**config.mk**
```make
export PLATFORM = sky130hd
export DESIGN_NAME = serial_parity_rx
export DESIGN_NICKNAME = d
export VERILOG_FILES = /design/src/rtl/serial_parity_rx.sv
export SDC_FILE = /design/constraint.sdc
export NUM_CORES = 1
export LEC_CHECK = 0
export ABC_CLOCK_PERIOD_IN_PS = 1400
export BUFFER_PORTS_ARGS = -buffer_cell sky130_fd_sc_hd__buf_4
export CAP_MARGIN = 5
export CORE_MARGIN = 3
export CORE_UTILIZATION = 50
export CTS_CLUSTER_DIAMETER = 120
export DETAILED_ROUTE_END_ITERATION = 12
export PLACE_DENSITY = 0.73
export SLEW_MARGIN = 15
export SYNTH_ARGS = -nofsm -noshare
export SYNTH_HDL_FRONTEND = slang
export SYNTH_SLANG_ARGS = --single-unit
```
**constraint.sdc**
```tcl
create_clock -name clk -period 1.4 [get_ports clk]
set_input_delay 0.14 -clock clk [delete_from_list [all_inputs] [get_ports clk]]
set_output_delay 0.14 -clock clk [all_outputs]
set_load 0.05 [all_outputs]
```
**src/rtl/serial_parity_rx.sv**
```systemverilog
// ----------------------------------------------------------------------------
// serial_parity_rx
//
// Bit-serial frame receiver for the parity detector path. A frame is one
// start bit (0), N data bits LSB first, one parity bit and one stop bit (1).
// The receiver assembles the word, counts its ones, checks the parity bit
// against the selected parity sense and presents the result with a
// one-cycle out_valid strobe. serial_in is only looked at on cycles where
// bit_valid is high; every other cycle holds state (apart from the
// out_valid clear).
//
// Parameters:
//   N   data bits per frame (N >= 2)
//   CW  width of ones_cnt, 2**CW > N
//
// Ports:
//   clk         rising-edge clock
//   rst         synchronous active-high reset
//   bit_valid   qualifies serial_in
//   serial_in   serial data line
//   odd_mode    0 = even parity, 1 = odd parity (sampled on the parity bit)
//   data_out    assembled word, bit 0 = first data bit received
//   ones_cnt    number of ones in data_out
//   out_valid   one-cycle pulse when the result outputs update
//   parity_err  parity mismatch on the last frame
//   frame_err   stop bit was 0 on the last frame
//   busy        receiver is inside a frame (state != IDLE)
//   err_cnt     (only with SERIAL_PARITY_ERR_CNT_EN) saturating count of
//               frames reported with parity_err or frame_err
//
// Optional feature macro: SERIAL_PARITY_ERR_CNT_EN
// ----------------------------------------------------------------------------
module serial_parity_rx #(
    parameter int N  = 4,
    parameter int CW = 3
) (
    input  logic          clk,
    input  logic          rst,
    input  logic          bit_valid,
    input  logic          serial_in,
    input  logic          odd_mode,
    output logic [N-1:0]  data_out,
    output logic [CW-1:0] ones_cnt,
    output logic          out_valid,
    output logic          parity_err,
    output logic          frame_err,
    output logic          busy
`ifdef SERIAL_PARITY_ERR_CNT_EN
    ,
    output logic [7:0]    err_cnt
`endif
);

    localparam int IW = (N > 1) ? $clog2(N) : 1;
    localparam logic [IW-1:0] LAST_IDX = IW'(N - 1);

    typedef enum logic [1:0] {
        IDLE   = 2'd0,
        DATA   = 2'd1,
        PARITY = 2'd2,
        STOP   = 2'd3
    } state_t;

    state_t          state_q,      state_d;
    logic [N-1:0]    shift_q,      shift_d;
    logic [IW-1:0]   idx_q,        idx_d;
    logic            run_par_q,    run_par_d;
    logic [CW-1:0]   run_cnt_q,    run_cnt_d;
    logic            perr_q,       perr_d;
    logic [N-1:0]    data_out_q,   data_out_d;
    logic [CW-1:0]   ones_cnt_q,   ones_cnt_d;
    logic            out_valid_q,  out_valid_d;
    logic            parity_err_q, parity_err_d;
    logic            frame_err_q,  frame_err_d;
`ifdef SERIAL_PARITY_ERR_CNT_EN
    logic [7:0]      err_cnt_q,    err_cnt_d;
`endif

    always_comb begin
        state_d      = state_q;
        shift_d      = shift_q;
        idx_d        = idx_q;
        run_par_d    = run_par_q;
        run_cnt_d    = run_cnt_q;
        perr_d       = perr_q;
        data_out_d   = data_out_q;
        ones_cnt_d   = ones_cnt_q;
        parity_err_d = parity_err_q;
        frame_err_d  = frame_err_q;
        // out_valid is a pulse: it drops on the next cycle whatever bit_valid does
        out_valid_d  = 1'b0;
`ifdef SERIAL_PARITY_ERR_CNT_EN
        err_cnt_d    = err_cnt_q;
`endif

        if (bit_valid) begin
            case (state_q)
                IDLE: begin
                    // A 1 on the line is idle; a 0 is the start bit
                    if (!serial_in) begin
                        state_d   = DATA;
                        idx_d     = '0;
                        shift_d   = '0;
                        run_par_d = 1'b0;
                        run_cnt_d = '0;
                    end
                end
                DATA: begin
                    shift_d[idx_q] = serial_in;
                    run_par_d      = run_par_q ^ serial_in;
                    run_cnt_d      = run_cnt_q + CW'(serial_in);
                    if (idx_q == LAST_IDX) begin
                        state_d = PARITY;
                    end else begin
                        idx_d = idx_q + IW'(1);
                    end
                end
                PARITY: begin
                    // Even mode wants data^parity == 0, odd mode wants 1
                    perr_d  = run_par_q ^ serial_in ^ odd_mode;
                    state_d = STOP;
                end
                STOP: begin
                    data_out_d   = shift_q;
                    ones_cnt_d   = run_cnt_q;
                    parity_err_d = perr_q;
                    frame_err_d  = ~serial_in;
                    out_valid_d  = 1'b1;
                    state_d      = IDLE;
`ifdef SERIAL_PARITY_ERR_CNT_EN
                    if ((perr_q || !serial_in) && (err_cnt_q != 8'hFF)) begin
                        err_cnt_d = err_cnt_q + 8'd1;
                    end
`endif
                end
                default: state_d = IDLE;
            endcase
        end
    end

    always_ff @(posedge clk) begin
        if (rst) begin
            state_q      <= IDLE;
            shift_q      <= '0;
            idx_q        <= '0;
            run_par_q    <= 1'b0;
            run_cnt_q    <= '0;
            perr_q       <= 1'b0;
            data_out_q   <= '0;
            ones_cnt_q   <= '0;
            out_valid_q  <= 1'b0;
            parity_err_q <= 1'b0;
            frame_err_q  <= 1'b0;
`ifdef SERIAL_PARITY_ERR_CNT_EN
            err_cnt_q    <= '0;
`endif
        end else begin
            state_q      <= state_d;
            shift_q      <= shift_d;
            idx_q        <= idx_d;
            run_par_q    <= run_par_d;
            run_cnt_q    <= run_cnt_d;
            perr_q       <= perr_d;
            data_out_q   <= data_out_d;
            ones_cnt_q   <= ones_cnt_d;
            out_valid_q  <= out_valid_d;
            parity_err_q <= parity_err_d;
            frame_err_q  <= frame_err_d;
`ifdef SERIAL_PARITY_ERR_CNT_EN
            err_cnt_q    <= err_cnt_d;
`endif
        end
    end

    assign data_out   = data_out_q;
    assign ones_cnt   = ones_cnt_q;
    assign out_valid  = out_valid_q;
    assign parity_err = parity_err_q;
    assign frame_err  = frame_err_q;
    assign busy       = (state_q != IDLE);
`ifdef SERIAL_PARITY_ERR_CNT_EN
    assign err_cnt    = err_cnt_q;
`endif

endmodule

```
==> results of run 1 <==
[sequential cells by signal, indices dropped and copies added, names as in the netlist]
register / count
data_out: 4
frame_err: 1
idx_q: 2
ones_cnt: 3
out_valid: 1
parity_err: 1
perr_q: 1
run_cnt_q: 3
run_par_q: 1
shift_q: 4
state_q: 2
[metrics by stage]
stage	util [%]	power (mW)	cell area (sq um)	cells
2_1_floorplan	-	0.8448	1206	134
3_3_place_gp	61.93	0.9249	1396	181
3_5_place_dp	61.93	0.9348	1396	181
4_1_cts	67.37	1.289	1519	186
5_1_grt	71.53	1.407	1613	186
6_report	71.53	1.352	1613	186
[final cells by class]
cell class	instances	area [sq um]	share of cell area [%]
flip-flops and latches	23	466.7	28.94
multi-input cells	94	817.0	50.66
repair buffers	27	221.5	13.73
clock buffers	3	22.52	1.396
inverters	10	45.04	2.793
well taps	28	35.03	2.172
clock inverters	1	5.005	0.3103
[path summary, 6_finish.rpt]
kind / startpoint / to / depth (start not counted)
worst min register to register: shift_q[3]$_SDFFE_PP0P_ / data_out[3]$_SDFFE_PP0P_ / 2
worst min-delay path: rst / ones_cnt[1]$_SDFFE_PP0P_ / 2
worst max-delay path: state_q[0]$_SDFFE_PP0P_ / shift_q[3]$_SDFFE_PP0P_ / 5
worst max register to register: state_q[0]$_SDFFE_PP0P_ / shift_q[3]$_SDFFE_PP0P_ / 5
[logic make-up after synthesis]
logic type               Yosys count  synth area share [%]
XOR/XNOR                           1                 1.973
adder cells (fa/ha/maj)           12                 12.46
flip-flops                        23                 38.21
AO/OA/AOI/OAI                     32                 19.84
buffers and inverters             17                 6.438
AND/OR/NAND/NOR                   47                 19.42
multiplexers                       2                 1.662
[power by group]
group,total [mW],switching [mW],internal [mW]
clock,0.321,0.214,0.107
sequential,0.677,0.0125,0.665
combinational,0.354,0.193,0.161
[what timing repair did]
item	CTS	global route
buffers inserted	1	0
resized for setup	19	23
hold buffers	0	0
hold endpoints to repair	0	0
endpoints found under the setup margin	13	14
pin swaps	6	2
cloned	0	0
[placed cells by master (no fill, tap or decap), types with 2 or more instances in the layout]
cell      instances
nand2_1          23
buf_4            23
dfxtp_1          20
a21oi_1           9
inv_1             7
ha_1              7
nand3_1           5
ha_4              4
inv_4             3
a32o_1            3
o41ai_2           3
nor2_1            3
clkbuf_4          3
buf_6             3
nand2b_1          2
o21ai_0           2
o221ai_1          2
and4_1            2
o311ai_4          2
mux2i_1           2
a211oi_1          2
dfxtp_2           2
[layer usage]
| layer | routed length (um) | up-vias | GRT usage, % |
|---|---|---|---|
| met2 | 1337 | 23 | 32.09 |
| met3 | 105 | 4 | 3.217 |
| met4 | 34 | 0 | 6.883 |
| met5 | 0 | - | 0 |
| met1 | 1169 | 476 | 22.93 |
| li1 | - | 527 | - |
==> run summary, run 1 <==
status = finished with violations
violated checks = setup timing
FILL cells = 163
CP Launch Type = flop
register-to-register setup slack = -0.04 ns
# diodes = 0
layout cell share with drive strength beyond 1 = 36.08%
Worst-path clk slew = 0.13 ns
setup TNS = -0.05738 ns
Setup-failing EPs final = 3
fin nets = 176
DRC Markers = 0
Worst Path Max Fanout = 4
Core Box Area = 2255 sq um
pwr dens = 838.4 nW/um^2
first-pass GRT wire length = 4.105 mm
register area share after synthesis = 38.21%
hold crit path type = in2reg
synthesized flop and latch total = 23
Max IR drop VDD = 532.4 uV
top cells by area, synth = dfxtp_1 38%, ha_1 12%, nand2_1 7.2%, a21oi_1 4.2%, inv_1 3.1%
clock skew = 0.001377 ns
Worst setup EP type = flop
Final period util = 102.8%
CP max stage cell = or4b_1
Synth Net Count = 151
Crit path max-delay family = simple AND/OR/NAND/NOR gates
top-area cell type share of the netlist area = 38.21%
syn_area_per_cell = 8.992 sq um
Die H = 55.09 um
asr flop ratio synth = 0%
crit-path cells = buf_4, ha_4, nand4_1, or4b_1, o21ai_1
WP data arrival = 1.70 ns
DRT Pass-1 Iters = 4
antenna violations before repair = 0
EDFF count, synth = 0
GPL Wtd Cong = 0.8030
Die ar. = 3035 sq um
aggregate global routing overflow = 0
wire per inst = 14.23 um
Worst Setup Path Type = reg2reg
Num Clock Sinks = 23
Synth Flop Type = dfxtp_1
Yosys warning count = 0
io pins = 16
First DRT Iteration DRCs = 15
Max Slew Vio Count = 0
final setup margin = -0.03982 ns
Syn Inst Count = 134
Worst Path Required = 1.66 ns
Fin Hold WS = 0.03219 ns
post-route ant nets = 0
Post-Syn Area = 1205 sq um
CP Buf/Inv Count = 1
Place WS = -0.1773 ns
Max Root-Sink Buffers = 2
Root Driver = clkbuf_4
Tmin final = 1.440 ns
largest net degree at the start of global routing = 14
via count = 1030
dpl hpwl = 1.811 mm
drt total wl = 2.646 mm
Starting Density = 53.44%
PortBufs = 15
fmax = 0.6945 GHz
Final Hold Fails = 0
Cell Rows = 17
synth unique cells = 34
number of buffers created by CTS = 3
MaxCap Viol Count = 0
RSZ-0062 raised after global routing = yes
vias in the first global route = 948
most common library cells after synthesis = 23 x dfxtp_1, 23 x nand2_1, 12 x ha_1
worst slew pin tran = 0.4367 ns
Crit path largest cell delay = 0.49 ns
worst skew pair latency = 0.32 ns
overall routing resource usage = 18.59%
Die Wd = 55.09 um
Layout area overhead = 33.85%
Via density = 5.538
Max-slew headroom = 70.86%
CTS tree = done
H-tree depth = 1
post-synth top area cell = dfxtp_1
leak pwr = 0.6232 nW
(Power assumes the default switching activity.)
==> run 2: changes to the inputs <==
ABC_CLOCK_PERIOD_IN_PS = 1350   (was 1400)
PLACE_DENSITY = 0.71   (was 0.73)
clock period = 1.35 ns   (was 1.4 ns; I/O delays follow)
==> run summary, run 2 (synthesized netlist as in run 1, its figures left out) <==
status = finished with violations
violated checks = setup timing
CTS tree = done
Max Root-Sink Buffers = 2 (unchanged)
Worst Path Required = 1.60 ns (-0.06 ns)
Tmin final = 1.485 ns (+0.04549 ns)
worst slew pin tran = 0.4755 ns (+0.03882 ns)
reg2reg start = state_q[0]$_SDFFE_PP0P_
R2R cell count = 5 (unchanged)
WHS Path Cells = 2 (unchanged)
leak pwr = 0.6707 nW (+7.6%)
Util after Layout = 75.31% (+3.8 points)
Power Total = 1.453 mW (+7.5%)
MaxCap Viol Count = 0 (unchanged)
design area = 1698 sq um (+5.3%)
fmax = 0.6733 GHz (-3.1%)
H-tree depth = 1 (unchanged)
fin nets = 183 (+4.0%)
Fin Hold WS = 0.02153 ns (-0.01065 ns)
layout cell share with drive strength beyond 1 = 41.21% (+5.1 points)
Max IR drop VDD = 702.5 uV (+32%)
# hold bufs at CTS = 0 (unchanged)
RSZ-0062 raised after global routing = yes
Final period util = 110.0% (+7.2 points)
aggregate global routing overflow = 0 (unchanged)
most common cell after layout, fill and taps aside = buf_4
drt total wl = 3.049 mm (+15%)
Placed Cells = 185 (+2.2%)
WP data arrival = 1.74 ns (+0.04 ns)
First DRT Iteration DRCs = 14 (-1)
pwr dens = 855.9 nW/um^2 (+2.1%)
Worst-path clk slew = 0.13 ns (about the same)
DRC Markers = 0 (unchanged)
Starting Density = 53.44% (unchanged)
Final Hold Fails = 0 (unchanged)
FF/Latch Area = 466.7 sq um (unchanged)
Setup-failing EPs final = 11 (+8)
reg-to-reg endpoint = shift_q[3]$_SDFFE_PP0P_
Via density = 5.891 (+6.4%)
area of the multi-input gates = 834.6 sq um (+2.1%)
largest net degree at the start of global routing = 14 (unchanged)
Max Slew Vio Count = 0 (unchanged)
wire per inst = 15.80 um (+11%)
Worst Path Max Fanout = 7 (+3)
Num Clock Sinks = 23 (unchanged)
commonest cells after routing, fill and taps aside = 26 x buf_4, 22 x nand2_1, 20 x dfxtp_1
hold crit path type = in2reg
Worst setup EP type = flop
PortBufs = 15 (unchanged)
Final Non-Filler Cells = 193 (+3.8%)
first-pass GRT wire length = 4.036 mm (-1.7%)
io pins = 16 (unchanged)
Worst Setup Path Type = reg2reg
dpl hpwl = 1.952 mm (+7.8%)
Root Driver = clkbuf_4
antenna violations before repair = 0 (unchanged)
Die Wd = 55.09 um (unchanged)
number of buffers created by CTS = 3 (unchanged)
final setup margin = -0.1353 ns (-0.09549 ns)
Worst Hold Launch = rst
Layout area overhead = 40.91%
post-route ant nets = 0 (unchanged)
DRT Pass-1 Iters = 4 (unchanged)
Worst Hold End = state_q[0]$_SDFFE_PP0P_
Die H = 55.09 um (unchanged)
Die ar. = 3035 sq um (unchanged)
worst skew pair latency = 0.31 ns (about the same)
# diodes = 0 (unchanged)
register-to-register setup slack = -0.14 ns (-0.10 ns)
Max-slew headroom = 68.27% (-2.6 points)
clock skew = 0.003775 ns (+0.002398 ns)
via count = 1137 (+10%)
vias in the first global route = 950 (+0.21%)
FILL cells = 155 (-4.9%)
Cell Rows = 17 (unchanged)
overall routing resource usage = 18.34% (-0.25 points)
Post-DP Area = 1438 sq um (+3.0%)
Core Box Area = 2255 sq um (unchanged)
CP Launch Type = flop
GPL Wtd Cong = 0.7775 (-3.2%)
-- run 2: repair_timing --
item	4_1_cts	5_1_grt
gates resized for setup	16	35
setup endpoints to repair	13	22
pin swaps	4	10
buffers inserted	1	3
-- run 2: where the power goes --
part	internal [mW]	switching [mW]	leakage, nW
sequential	0.689	0.0117	0.187
clock	0.111	0.213	0.0177
combinational	0.206	0.223	0.466
total	1.01	0.448	0.671
-- run 2: final cells by class --
type                       count  share of cell area [%]
tap                           28                   2.063
clock inverter                 1                  0.2948
inverter                      10                   2.653
sequential                    23                   27.49
multi-input combinational     94                   49.15
timing repair buffer          34                   17.02
clock buffer                   3                   1.326
-- run 2: worst max-delay path by stage --
stage / startpoint / end / slack (ns) / cells past startpoint
after floorplan: state_q[0]$_SDFFE_PP0P_ / state_q[0]$_SDFFE_PP0P_ / 0.003 / 5
after global placement: state_q[0]$_SDFFE_PP0P_ / shift_q[0]$_SDFFE_PP0P_ / -0.09 / 5
after detailed placement: state_q[0]$_SDFFE_PP0P_ / idx_q[0]$_SDFFE_PP0P_ / -0.16 / 5
after CTS: state_q[0]$_SDFFE_PP0P_ / run_cnt_q[0]$_SDFFE_PP0P_ / -0.08 / 5
after global routing: state_q[0]$_SDFFE_PP0P_ / shift_q[3]$_SDFFE_PP0P_ / -0.15 / 5
final: state_q[0]$_SDFFE_PP0P_ / shift_q[3]$_SDFFE_PP0P_ / -0.14 / 5
-- run 2: metrics by stage --
| stage | TNS (ns) | worst slack (ns) |
|---|---|---|
| floorplan | 0 | 0.002596 |
| global placement | -0.8661 | -0.09391 |
| CTS | -0.7840 | -0.08289 |
| detailed placement | -1.481 | -0.1578 |
| global route | -1.216 | -0.1515 |
| finish | -0.5379 | -0.1353 |
-- run 2: metal layers --
layer  global-route usage [%]  share of wire, %  wire [um]
met5                        0                 0          0
met4                    6.883               1.1         34
met1                    21.08                43       1323
met2                    33.27                52       1592
met3                    3.485               3.2         99
-- run 2: critical path, cell delays in order (launching register included) --
cell	delay (ns)
dfxtp_4	0.40
buf_6	0.11
ha_4	0.18
nand4_1	0.14
or4b_1	0.49
o21ai_1	0.10
==> run 3: changes to the inputs <==
CORE_UTILIZATION = 55   (was 50)
PLACE_DENSITY = 0.77   (was 0.71)
==> run summary, run 3 (synthesized netlist as in run 1, its figures left out) <==
CP Launch Type = flop
WP data arrival = 1.64 ns (-0.10 ns)
Fin Hold WS = 0.06721 ns (+0.04568 ns)
# diodes = 0 (unchanged)
Via density = 5.665 (-3.8%)
Starting Density = 59.59% (+6.2 points)
Cell Rows = 16 (-1)
Die H = 52.81 um (-4.1%)
First DRT Iteration DRCs = 17 (+3)
Tmin final = 1.392 ns (-0.09309 ns)
pwr dens = 840.1 nW/um^2 (-1.8%)
Layout area overhead = 36.76%
commonest cells after routing, fill and taps aside = 27 x buf_4, 22 x nand2_1, 19 x dfxtp_1
H-tree depth = 1 (unchanged)
Worst Path Required = 1.59 ns (about the same)
violated checks = setup timing
Power Total = 1.384 mW (-4.7%)
drt total wl = 2.791 mm (-8.5%)
clock skew = 0.002962 ns (-0.0008128 ns)
Util after Layout = 81.50% (+6.2 points)
Place WS = -0.1929 ns (-0.03511 ns)
number of buffers created by CTS = 3 (unchanged)
Die Wd = 52.81 um (-4.1%)
DRT Pass-1 Iters = 4 (unchanged)
Max Root-Sink Buffers = 2 (unchanged)
Max-slew headroom = 67.68% (-0.58 points)
Final Non-Filler Cells = 188 (-2.6%)
worst skew pair latency = 0.31 ns (about the same)
PortBufs = 15 (unchanged)
aggregate global routing overflow = 0 (unchanged)
Final Hold Fails = 0 (unchanged)
most common cell after layout, fill and taps aside = buf_4
Max IR drop VDD = 681.4 uV (-3.0%)
DRC Markers = 0 (unchanged)
Final period util = 103.1% (-6.9 points)
vias in the first global route = 1021 (+7.5%)
status = finished with violations
CTS tree = done
Max Slew Vio Count = 0 (unchanged)
fmax = 0.7183 GHz (+6.7%)
io pins = 16 (unchanged)
first-pass GRT wire length = 4.471 mm (+11%)
Worst-path clk slew = 0.12 ns (about the same)
Die ar. = 2788 sq um (-8.1%)
via count = 1065 (-6.3%)
Worst Path Max Fanout = 5 (-2)
antenna violations before repair = 0 (unchanged)
Post-DP Area = 1406 sq um (-2.2%)
Root Driver = clkbuf_4
RSZ-0062 raised after global routing = yes
hold crit path type = in2reg
Setup-failing EPs final = 7 (-4)
post-route ant nets = 0 (unchanged)
leak pwr = 0.6482 nW (-3.4%)
Num Clock Sinks = 23 (unchanged)
largest net degree at the start of global routing = 14 (unchanged)
fin nets = 179 (-2.2%)
Worst setup EP type = flop
Core Box Area = 2022 sq um (-10%)
Placed Cells = 180 (-2.7%)
layout cell share with drive strength beyond 1 = 39.13% (-2.1 points)
overall routing resource usage = 21.95% (+3.6 points)
setup TNS = -0.1542 ns (+0.3837 ns)
Worst Setup Path Type = reg2reg
GPL Wtd Cong = 0.7932 (+2.0%)
dpl hpwl = 1.896 mm (-2.9%)
design area = 1648 sq um (-2.9%)
worst slew pin tran = 0.4842 ns (+0.008744 ns)
final setup margin = -0.04222 ns (+0.09309 ns)
wire per inst = 14.85 um (-6.0%)
MaxCap Viol Count = 0 (unchanged)
## run 3: cell count changes in the layout (fill, tap and decap cells not counted), moves of 2 or more
cell / before / now
o21ai_1: 3 / 1
o21ai_0: 0 / 2
inv_1: 6 / 8
buf_6: 7 / 3
inv_4: 3 / 1
## run 3: repair_timing
item | CTS | global route
endpoints found under the hold margin | 0 | 0
hold buffers | 0 | 0
gates resized for setup | 27 | 16
gates cloned | 0 | 0
endpoints found under the setup margin | 12 | 22
buffers inserted | 3 | 1
pin swaps | 11 | 7
## run 3: area by class of cell
class,count,area (sq um)
flip-flops and latches,23,470.5
clock buffers,3,22.52
fillers,119,374.1
inverters,10,47.55
clock inverters,1,5.005
repair buffers,30,236.5
multi-input cells,94,832.0
well taps,27,33.78
## run 3: per-layer routing
metal | track usage, % | vias up | wire [um]
met5 | 0 | - | 0
met4 | 6.809 | 0 | 48
met3 | 4.274 | 6 | 117
met2 | 42.56 | 28 | 1472
met1 | 23.18 | 493 | 1152
li1 | - | 538 | -
## run 3: worst max-delay path: stages (launching register included)
cell and delay, ns:
dfxtp_4 0.41, buf_6 0.11, ha_4 0.14, nand4_1 0.11, or4b_1 0.47, o21ai_0 0.08
## run 3: final timing paths
check,slack [ns],start,cells past startpoint,end
max,-0.04,state_q[0]$_SDFFE_PP0P_,5,shift_q[3]$_SDFFE_PP0P_
min,0.07,rst,2,state_q[0]$_SDFFE_PP0P_
max reg2reg,-0.04,state_q[0]$_SDFFE_PP0P_,5,shift_q[3]$_SDFFE_PP0P_
min reg2reg,0.46,shift_q[0]$_SDFFE_PP0P_,2,data_out[0]$_SDFFE_PP0P_
## run 3: report_power, final
part           switching (mW)  leakage [nW]  total (mW)  internal [mW]
Combinational           0.199         0.443       0.371          0.172
Sequential             0.0155         0.188       0.704          0.688
Clock                   0.199        0.0177       0.310          0.111
Total                   0.414         0.648        1.38          0.970
